`src/rtl/if_id_stage.sv`:
```
// IF/ID pipeline register with flush, hold, sticky halt and optional load-use stall.
// Load-use hazard detection is compiled in only when IF_ID_HAZARD_EN is defined.
module if_id_stage #(
  parameter logic [15:0] BUBBLE_INSTR = 16'h0000
) (
  input  logic        clk,
  input  logic        rst_n,
  input  logic [15:0] if_instruction,
  input  logic [15:0] if_PC,
  input  logic [15:0] if_PC_plus_two,
  input  logic        flush,
  input  logic        ext_stall,
  input  logic        idex_mem_read,
  input  logic [3:0]  idex_rd,
  output logic [15:0] id_instruction,
  output logic [15:0] id_PC,
  output logic [15:0] id_PC_plus_two,
  output logic        id_valid,
  output logic [3:0]  id_opcode,
  output logic [3:0]  id_rd,
  output logic [3:0]  id_rs,
  output logic [3:0]  id_rt,
  output logic        id_halt,
  output logic        stall
);

  logic hazard;
  logic halt_now;
  logic hold;

  assign id_opcode = id_instruction[15:12];
  assign id_rd     = id_instruction[11:8];
  assign id_rs     = id_instruction[7:4];
  assign id_rt     = id_instruction[3:0];

`ifdef IF_ID_HAZARD_EN
  assign hazard = id_valid & idex_mem_read & (idex_rd != 4'h0) &
                  ((idex_rd == id_rs) | (idex_rd == id_rt));
`else
  logic unused_hazard_inputs;
  assign unused_hazard_inputs = ^{idex_mem_read, idex_rd};
  assign hazard = 1'b0;
`endif

  assign halt_now = id_valid & (id_opcode == 4'hF);
  assign hold     = ext_stall | hazard | id_halt;
  assign stall    = hold | halt_now;

  // Once halted the whole slot is frozen, so the halted check sits above flush.
  always_ff @(posedge clk or negedge rst_n) begin
    if (!rst_n) begin
      id_instruction <= BUBBLE_INSTR;
      id_PC          <= '0;
      id_PC_plus_two <= '0;
      id_valid       <= 1'b0;
      id_halt        <= 1'b0;
    end else if (!id_halt) begin
      if (halt_now && !flush) begin
        id_halt <= 1'b1;
      end
      if (flush) begin
        id_instruction <= BUBBLE_INSTR;
        id_PC          <= '0;
        id_PC_plus_two <= '0;
        id_valid       <= 1'b0;
      end else if (!hold) begin
        id_instruction <= if_instruction;
        id_PC          <= if_PC;
        id_PC_plus_two <= if_PC_plus_two;
        id_valid       <= 1'b1;
      end
    end
  end

endmodule

```
`config.mk`:
```
export PLATFORM = sky130hd
export DESIGN_NAME = if_id_stage
export DESIGN_NICKNAME = d
export VERILOG_FILES = /design/src/rtl/if_id_stage.sv
export SDC_FILE = /design/constraint.sdc
export NUM_CORES = 1
export LEC_CHECK = 0
export ABC_AREA = 1
export BUFFER_PORTS_ARGS = -buffer_cell sky130_fd_sc_hd__buf_2
export CORE_ASPECT_RATIO = 1.75
export CORE_MARGIN = 10
export CORE_UTILIZATION = 34
export CTS_BUF_LIST = sky130_fd_sc_hd__clkbuf_8
export DETAILED_ROUTE_END_ITERATION = 8
export GPL_ROUTABILITY_DRIVEN = 0
export PLACE_DENSITY = 0.71
export SLEW_MARGIN = 20
export SYNTH_ARGS = -nofsm -noshare
export SYNTH_HDL_FRONTEND = slang
export SYNTH_SLANG_ARGS = --single-unit
```
`constraint.sdc`:
```
create_clock -name clk -period 1.38 [get_ports clk]
set_input_delay 0.276 -clock clk [delete_from_list [all_inputs] [get_ports clk]]
set_output_delay 0.276 -clock clk [all_outputs]
set_load 0.03 [all_outputs]
```
# Yosys cells after proc, flatten, opt, wreduce, memory -nomap -nowiden
# Cells that the tools add are included.
[classes]
div = 0
reduce_logical = 3
magnitude_cmp = 0
n_mux = 10
bitwise = 4
shift = 0
mul = 0
n_eq_ne = 2
addsub = 0
[ops]
columns = ["operator", "n"]
rows = [
  ["$mux W16", 6],
  ["$eq A4 B4 Y1 const B", 1],
  ["$mux W1", 4],
  ["$ne A2 B2 Y1 const B", 1],
  ["$or A1 B1 Y1", 2],
  ["$reduce_and A2 Y1", 1],
  ["$and A1 B1 Y1", 1],
  ["$logic_and A1 B1 Y1", 1],
  ["$logic_not A1 Y1", 1],
  ["$not A1 Y1", 1],
]
[word_totals]
n_memories = 0
latchBits = 0
in_bits = 57
register_bits = 50
ramBits = 0
word_cells = 24
rom_bits = 0

# Depth between registers and ports, before layout
# Gate-level depths: netlist of run 1.
[logic_depth]
depth_word = 5
mapped_depth = 7
depth_no_buf = 5

# Least setup slack after synthesis of run 1
# OpenSTA, ideal clock, no wires.
[synth_timing]
kind = "flip-flop to output port"
start = "register id_halt"
end = "output port stall"
setup_slack_ns = 0.038
arrival_ns = 1.066
required_time_ns = 1.104
stages_incl_launch_ff = 4
cell_sequence = "dfrtp_1 > nor2_2 > buf_2 > nand2_1"
[synth_via]
elab_chain_len = 2
[synth_rtl]
columns = ["element", "line_no", "source"]
rows = [
  ["start, declared", "23", "output logic id_halt,"],
  ["start signal, assigned", "56", "id_halt <= 1'b0;"],
  ["start signal, assigned", "59", "id_halt <= 1'b1;"],
  ["$or A1 B1 Y1", "46", "assign hold = ext_stall | hazard | id_halt;"],
  ["$or A1 B1 Y1", "47", "assign stall = hold | halt_now;"],
  ["end, declared", "24", "output logic stall"],
]
# Every way passes these cells.

# Worst setup path after layout of run 1
[layout_timing]
start = "register id_instruction[14]"
end = "output port stall"
[layout_via]
elab_chain_len = 3
[layout_rtl]
columns = ["element", "line_no", "source"]
rows = [
  ["start, declared", "15", "output logic [15:0] id_instruction,"],
  ["start signal, assigned", "67", "id_instruction <= if_instruction;"],
  ["$eq A4 B4 Y1", "45", "assign halt_now = id_valid & (id_opcode == 4'hF);"],
  ["$and A1 B1 Y1", "45", ""],
  ["$or A1 B1 Y1", "47", ""],
]
# Every way passes these cells.

==> impl_metrics.csv, run 1 <==
group,metric,value,unit
grt,overflow,0,
setup_path,crit-reg2reg-launch,"id_halt",
cells_and_area,insertedDiodeCount,0,
setup_path,cp_slowest_stage_delay,0.36,ns
floorplan,core_area,0.00613,sq mm
pwr,swShare,26.6,%
sta,min_period,1.40,ns
floorplan,chipHeight,125,microns
floorplan,fp.dieArea,0.00996,sq mm
cells_and_area,layoutNonFillerInstCount,434,
setup_path,cp-end-kind,"output port",
setup_path,crit_type,"reg -> out",
run_status,failing_checks,"negative setup slack",
hold_path,hold_path_end,"id_valid",
setup_path,timing.critical_path.cells,"nand2_1 -> nor2_2 -> nand2_1 -> nand2_2 -> buf_6",
setup_path,rrSetupSlack,0.21,ns
pwr,netSwitchingPower,797,uW
floorplan,die-width,79.9,microns
sta,finalCritPeriodShare,102,%
clock_network,cts-root-to-sink-buffers,2,
sta,setup_repair_after_global_routing_missed_its_margin,"yes",
logic_synthesis,yosys_top_cell_area_share,58.7,%
sta,timing_hold_violations_final,0,
drt,final_antenna_net_count,0,
logic_synthesis,synth-seq-cells,50,
pwr,clkPwrFrac,33.8,%
pwr,ir_drop,677,uV
drt,drtPass1Iterations,4,
setup_path,worst_r2r_path_depth,4,
drt,detailedRoute.firstIterationViolations,130,
cells_and_area,stdcell_area,0.00290,sq mm
setup_path,path_common_cell,"sky130_fd_sc_hd__nand2_1",
clock_network,numClockSinks,50,
logic_synthesis,ys.warnings.count,0,
logic_synthesis,synth_largest_area_cell,"sky130_fd_sc_hd__dfrtp_1",
logic_synthesis,post_synth_main_area_contributors,"sky130_fd_sc_hd__dfrtp_1 (59%), sky130_fd_sc_hd__nand2_1 (18%), sky130_fd_sc_hd__nand3_1 (12%)",
sta,timing_worst_slew_pin_value,0.276,ns
cells_and_area,areaGrowthSynthToFinish,35.8,%
sta,timing.setup.tns,-0.0399,ns
logic_synthesis,postSynthAreaPerCell,8.85,sq um
floorplan,ioPinCount,124,
setup_path,worstPathRequired,1.10,ns
sta,worst_clock_skew,0.00805,ns
floorplan,core.rowCount,38,
clock_network,clockRootBuffer,"sky130_fd_sc_hd__clkbuf_8",
sta,max_freq,712,MHz
cells_and_area,most-common-layout-cells,"sky130_fd_sc_hd__buf_2 (117), sky130_fd_sc_hd__nand2_1 (102), sky130_fd_sc_hd__dfrtp_1 (50)",
drt,routed_via_density,4.46,
grt,grtUsageTotal,12.2,%
sta,finalWorstSetupSlack,-0.0245,ns
setup_path,worst_r2r_endpoint,"id_PC[13]",
placement,post-dp-hpwl,4710,microns
cells_and_area,layout.core_utilization,47.2,%
logic_synthesis,cells_after_synth,241,
hold_path,hold_class,"in -> reg",
clock_network,clock_tree.htree_level_count,2,
clock_network,numCtsBuffers,5,
cells_and_area,final.fill_count,630,
grt,wire_length_of_the_first_global_routing_pass,9760,microns
pwr,total_power,2990,uW
drt,drt-wirelength-per-cell,14.2,microns
setup_path,crit_path_top_delay_cell,"sky130_fd_sc_hd__dfrtp_1",
floorplan,start_util,34.8,%
placement,port_buffers,118,
pwr,power_per_cell_area,1030,mW/mm^2
cells_and_area,layout_net_count,410,
pwr,p_leak,0.00180,uW
run_status,outcome,"finished, violations left",
logic_synthesis,ys_seq_area_share,58.7,%
logic_synthesis,syn-cell-area,0.00213,sq mm
drt,wirelength,6180,microns
placement,place_inst,416,
clock_network,tritoncts,"done",
setup_path,critical_path.n_buffers_inverters,1,
grt,number_of_antenna_violations_at_the_first_check_in_global_routing,0,
cells_and_area,layout.cells.most_common,"sky130_fd_sc_hd__buf_2",
hold_path,hp-start,"flush",
setup_path,arrival_time_at_the_worst_endpoint,1.13,ns
pwr,cell_internal_pwr,2200,uW
placement,post_dp_cell_area,0.00270,sq mm
flow_run,max-cap-violations,0,
grt,first_global_vias,1929,
setup_path,critPathMaxFanout,2,
hold_path,whs_path_depth,2,
drt,drc_violations,0,
pwr,power.share.combinational,14.5,%
logic_synthesis,syn_nets,298,
setup_path,critical_path.startpoint_type,"flop",
sta,finalSetupViolations,4,
clock_network,worst_skew_pair.late_latency,0.31,ns
drt,vias,1936,
sta,tightest_slew_margin_relative_to_the_limit,81.6,%
pwr,power.share.sequential,51.7,%
logic_synthesis,post_synth_num_cell_types,12,
grt,grt_max_degree,51,
cells_and_area,final_layout_size_suffix_gt1_share,41.8,%
sta,timing.final.max_slew_violations,0,
setup_path,cpLargestDelayFamily,"flip-flops",
clock_network,clk_pin_slew_worst_paths,0.09,ns
[sequential cells by signal, summed over array words and instances, names as in the netlist]
name,flops
id_PC,16
id_valid,1
id_halt,1
id_instruction,16
id_PC_plus_two,16
[power groups by stage]
stage | Combinational, uW | Clock [uW] | Sequential (uW)
floorplan | 127 | 0 | 1690
global placement | 420 | 0 | 1580
detailed placement | 424 | 0 | 1580
CTS | 439 | 1050 | 1550
global route | 471 | 1110 | 1560
finish | 433 | 1010 | 1550
[logic make-up (layout without fill, tap and decap cells)]
group | after synthesis | in the layout | share of synthesized area (%)
compound gates | 1 | 1 | 0.235
buf+inv | 35 | 148 | 10.8
flops | 50 | 50 | 58.7
simple gates | 155 | 155 | 30.3
[routing by layer]
metal  part of all wire [%]  wire (microns)  track usage [%]
met2                     54            3310             21.2
met1                     36            2240             12.4
met3                    7.3             452             4.70
met5                      0               0                0
met4                    2.9             181             5.31
[through the flow]
| step | hold WS, ns | worst slack [ns] |
|---|---|---|
| after floorplan | -0.0196 | 0.0380 |
| final | 0.163 | -0.0245 |
| after detailed placement | 0.285 | 0.210 |
| after global placement | 0.282 | 0.191 |
| after CTS | 0.147 | -0.0324 |
| after global routing | 0.166 | -0.0981 |
[synthesized netlist by cell type (all sizes together)]
master  instances
a21oi           1
nor2            3
nand3          49
dfrtp          50
nand2         103
inv             4
clkbuf          3
buf            28
[worst max-delay path by stage]
stage,start,endpoint,slack (ns),cells after the start
after floorplan,id_halt,stall,0.04,3
after global placement,id_instruction[14],stall,0.19,5
after detailed placement,id_instruction[14],stall,0.21,5
after CTS,id_instruction[14],stall,-0.03,5
after global routing,id_instruction[14],stall,-0.1,5
final,id_instruction[14],stall,-0.02,5
[area by class of cell]
type,count,area [sq um],area share [%]
inverter,4,15.0,0.519
clock buffer,5,68.8,2.38
sequential,50,1250,43.2
tap,80,100,3.46
multi-input combinational,156,661,22.8
clock inverter,3,40.0,1.38
timing repair buffer,136,759,26.2
[timing repair]
item / in CTS / in global routing
pin swaps: 0 / 1
gates resized for setup: 3 / 1
hold buffers: 1 / 0
hold endpoints to repair: 50 / 0
endpoints found under the setup margin: 1 / 1
setup buffers: 6 / 3
Power figures use the tool's default switching activity.
==> run 2: changes to the inputs <==
- CORE_UTILIZATION: 34 -> 45
- PLACE_DENSITY: 0.71 -> 0.88
- clock period: 1.38 -> 1.5 ns (I/O delays scaled with it)
==> impl_metrics.csv, run 2 (synthesis results as in run 1) <==
group,metric,value,unit
run_status,outcome,"completed",
setup_path,critical_path.startpoint_type,"flop",
drt,vias,1920,
clock_network,tritoncts,"done",
cells_and_area,biggestRegsByFlops,"id_PC x16, id_PC_plus_two x16, id_instruction x16",
clock_network,numClockSinks,50,
setup_path,rrSetupSlack,0.41,ns
sta,min_period,1.40,ns
floorplan,fp.dieArea,0.00800,sq mm
pwr,ir_drop,800,uV
sta,timing_hold_violations_final,0,
floorplan,start_util,46.1,%
setup_path,arrival_time_at_the_worst_endpoint,1.10,ns
hold_path,hold_class,"in -> reg",
setup_path,cp-end-kind,"output port",
floorplan,core_area,0.00462,sq mm
clock_network,worst_skew_pair.late_latency,0.29,ns
floorplan,chipHeight,111,microns
sta,tightest_slew_margin_relative_to_the_limit,81.3,%
grt,grtUsageTotal,15.3,%
pwr,total_power,2590,uW
cells_and_area,insertedDiodeCount,0,
cells_and_area,layout.core_utilization,60.2,%
cells_and_area,areaGrowthSynthToFinish,30.6,%
placement,post_dp_cell_area,0.00266,sq mm
floorplan,core.rowCount,33,
placement,post-dp-hpwl,4880,microns
drt,routed_via_density,4.81,
drt,wirelength,6260,microns
cells_and_area,most-common-layout-cells,"sky130_fd_sc_hd__buf_2 (117), sky130_fd_sc_hd__nand2_1 (103), sky130_fd_sc_hd__dfrtp_1 (50)",
clock_network,clock_tree.htree_level_count,2,
cells_and_area,layout_net_count,403,
cells_and_area,final_layout_size_suffix_gt1_share,40.1,%
sta,worst_clock_skew,0.00574,ns
placement,port_buffers,118,
setup_path,worst_r2r_path_depth,4,
cells_and_area,stdcell_area,0.00278,sq mm
sta,setup_repair_after_global_routing_missed_its_margin,"no",
drt,detailedRoute.firstIterationViolations,81,
flow_run,max-cap-violations,0,
floorplan,ioPinCount,124,
clock_network,clockRootBuffer,"sky130_fd_sc_hd__clkbuf_8",
drt,drc_violations,0,
clock_network,numCtsBuffers,5,
grt,wire_length_of_the_first_global_routing_pass,9970,microns
setup_path,critPathMaxFanout,4,
grt,first_global_vias,2014,
sta,timing_worst_slew_pin_value,0.281,ns
pwr,p_leak,0.00176,uW
setup_path,cp-startpoint,"id_instruction[13]",
drt,drtPass1Iterations,4,
floorplan,die-width,72.0,microns
setup_path,worstPathRequired,1.20,ns
sta,timing.final.max_slew_violations,0,
sta,hold_slack,0.202,ns
sta,finalSetupViolations,0,
cells_and_area,final.fill_count,452,
drt,drt-wirelength-per-cell,15.7,microns
cells_and_area,layout.cells.most_common,"sky130_fd_sc_hd__buf_2",
drt,final_antenna_net_count,0,
sta,max_freq,714,MHz
sta,timing.setup.tns,0,ns
clock_network,clk_pin_slew_worst_paths,0.09,ns
pwr,power_per_cell_area,931,mW/mm^2
setup_path,worst_r2r_endpoint,"id_instruction[1]",
setup_path,crit_type,"reg -> out",
grt,number_of_antenna_violations_at_the_first_check_in_global_routing,0,
sta,finalCritPeriodShare,93.4,%
setup_path,crit-reg2reg-launch,"id_halt",
grt,grt_max_degree,51,
setup_path,end_of_the_critical_path,"stall",
grt,overflow,0,
clock_network,cts-root-to-sink-buffers,2,
==> run 2: changes by cell type in the layout (fill, tap and decap cells not counted) <==
cell	delta
sky130_fd_sc_hd__bufinv_16	-1
sky130_fd_sc_hd__buf_4	-6
sky130_fd_sc_hd__inv_1	+1
sky130_fd_sc_hd__nand2_1	+1
sky130_fd_sc_hd__clkinv_2	-1
sky130_fd_sc_hd__clkbuf_8	+1
sky130_fd_sc_hd__nand2_2	-1
sky130_fd_sc_hd__buf_6	-1
==> run 2: per-layer routing <==
metal / track usage (%) / share of wire [%] / routed length (microns)
met1: 15.4 / 35 / 2220
met2: 27.6 / 56 / 3510
met3: 4.48 / 6.1 / 383
met4: 6.36 / 2.4 / 150
met5: 0 / 0 / 0
==> run 2: report_power, final <==
group	total (uW)	internal (uW)	switching (uW)	leakage, uW
clock network	772	366	407	0.0000524
logic	391	125	266	0.00104
registers	1430	1400	29.6	0.000666
total	2590	1890	702	0.00176
==> run 2: worst min-delay path by stage <==
stage | to | startpoint | cells past startpoint
floorplan | id_PC[0] | rst_n | 0
global placement | id_instruction[2] | rst_n | 2
detailed placement | id_instruction[2] | rst_n | 2
CTS | id_valid | flush | 2
global route | id_valid | flush | 2
finish | id_valid | flush | 2
==> run 2: what timing repair did <==
| item | CTS | global route |
|---|---|---|
| hold endpoints to repair | 39 | 0 |
| pin swaps | 0 | 0 |
| gates resized for setup | 1 | 1 |
| buffers inserted | 0 | 2 |
| cloned | 0 | 0 |
| hold buffers | 1 | 0 |
| endpoints found under the setup margin | 1 | 1 |
==> run 2: stage by stage <==
step,std cells,setup slack [ns]
floorplan,241,0.134
global placement,388,0.335
detailed placement,388,0.330
CTS,397,0.0368
global route,399,0.0147
finish,399,0.0995
==> run 2: cell type report <==
class                      instances  area [sq um]  share of cell area (%)
clock inverter                     2          8.76                   0.315
sequential                        50          1250                    44.9
tap                               52          65.1                    2.34
multi-input combinational        156           658                    23.6
timing repair buffer             129           703                    25.3
inverter                           4          15.0                   0.539
clock buffer                       6          82.6                    2.97
==> run 2: critical path: stages (launching register included) <==
cell and delay, ns:
sky130_fd_sc_hd__dfrtp_1 0.41, sky130_fd_sc_hd__nand2_1 0.08, sky130_fd_sc_hd__inv_1 0.05, sky130_fd_sc_hd__nand2_1 0.06, sky130_fd_sc_hd__nand2_1 0.04, sky130_fd_sc_hd__buf_4 0.16
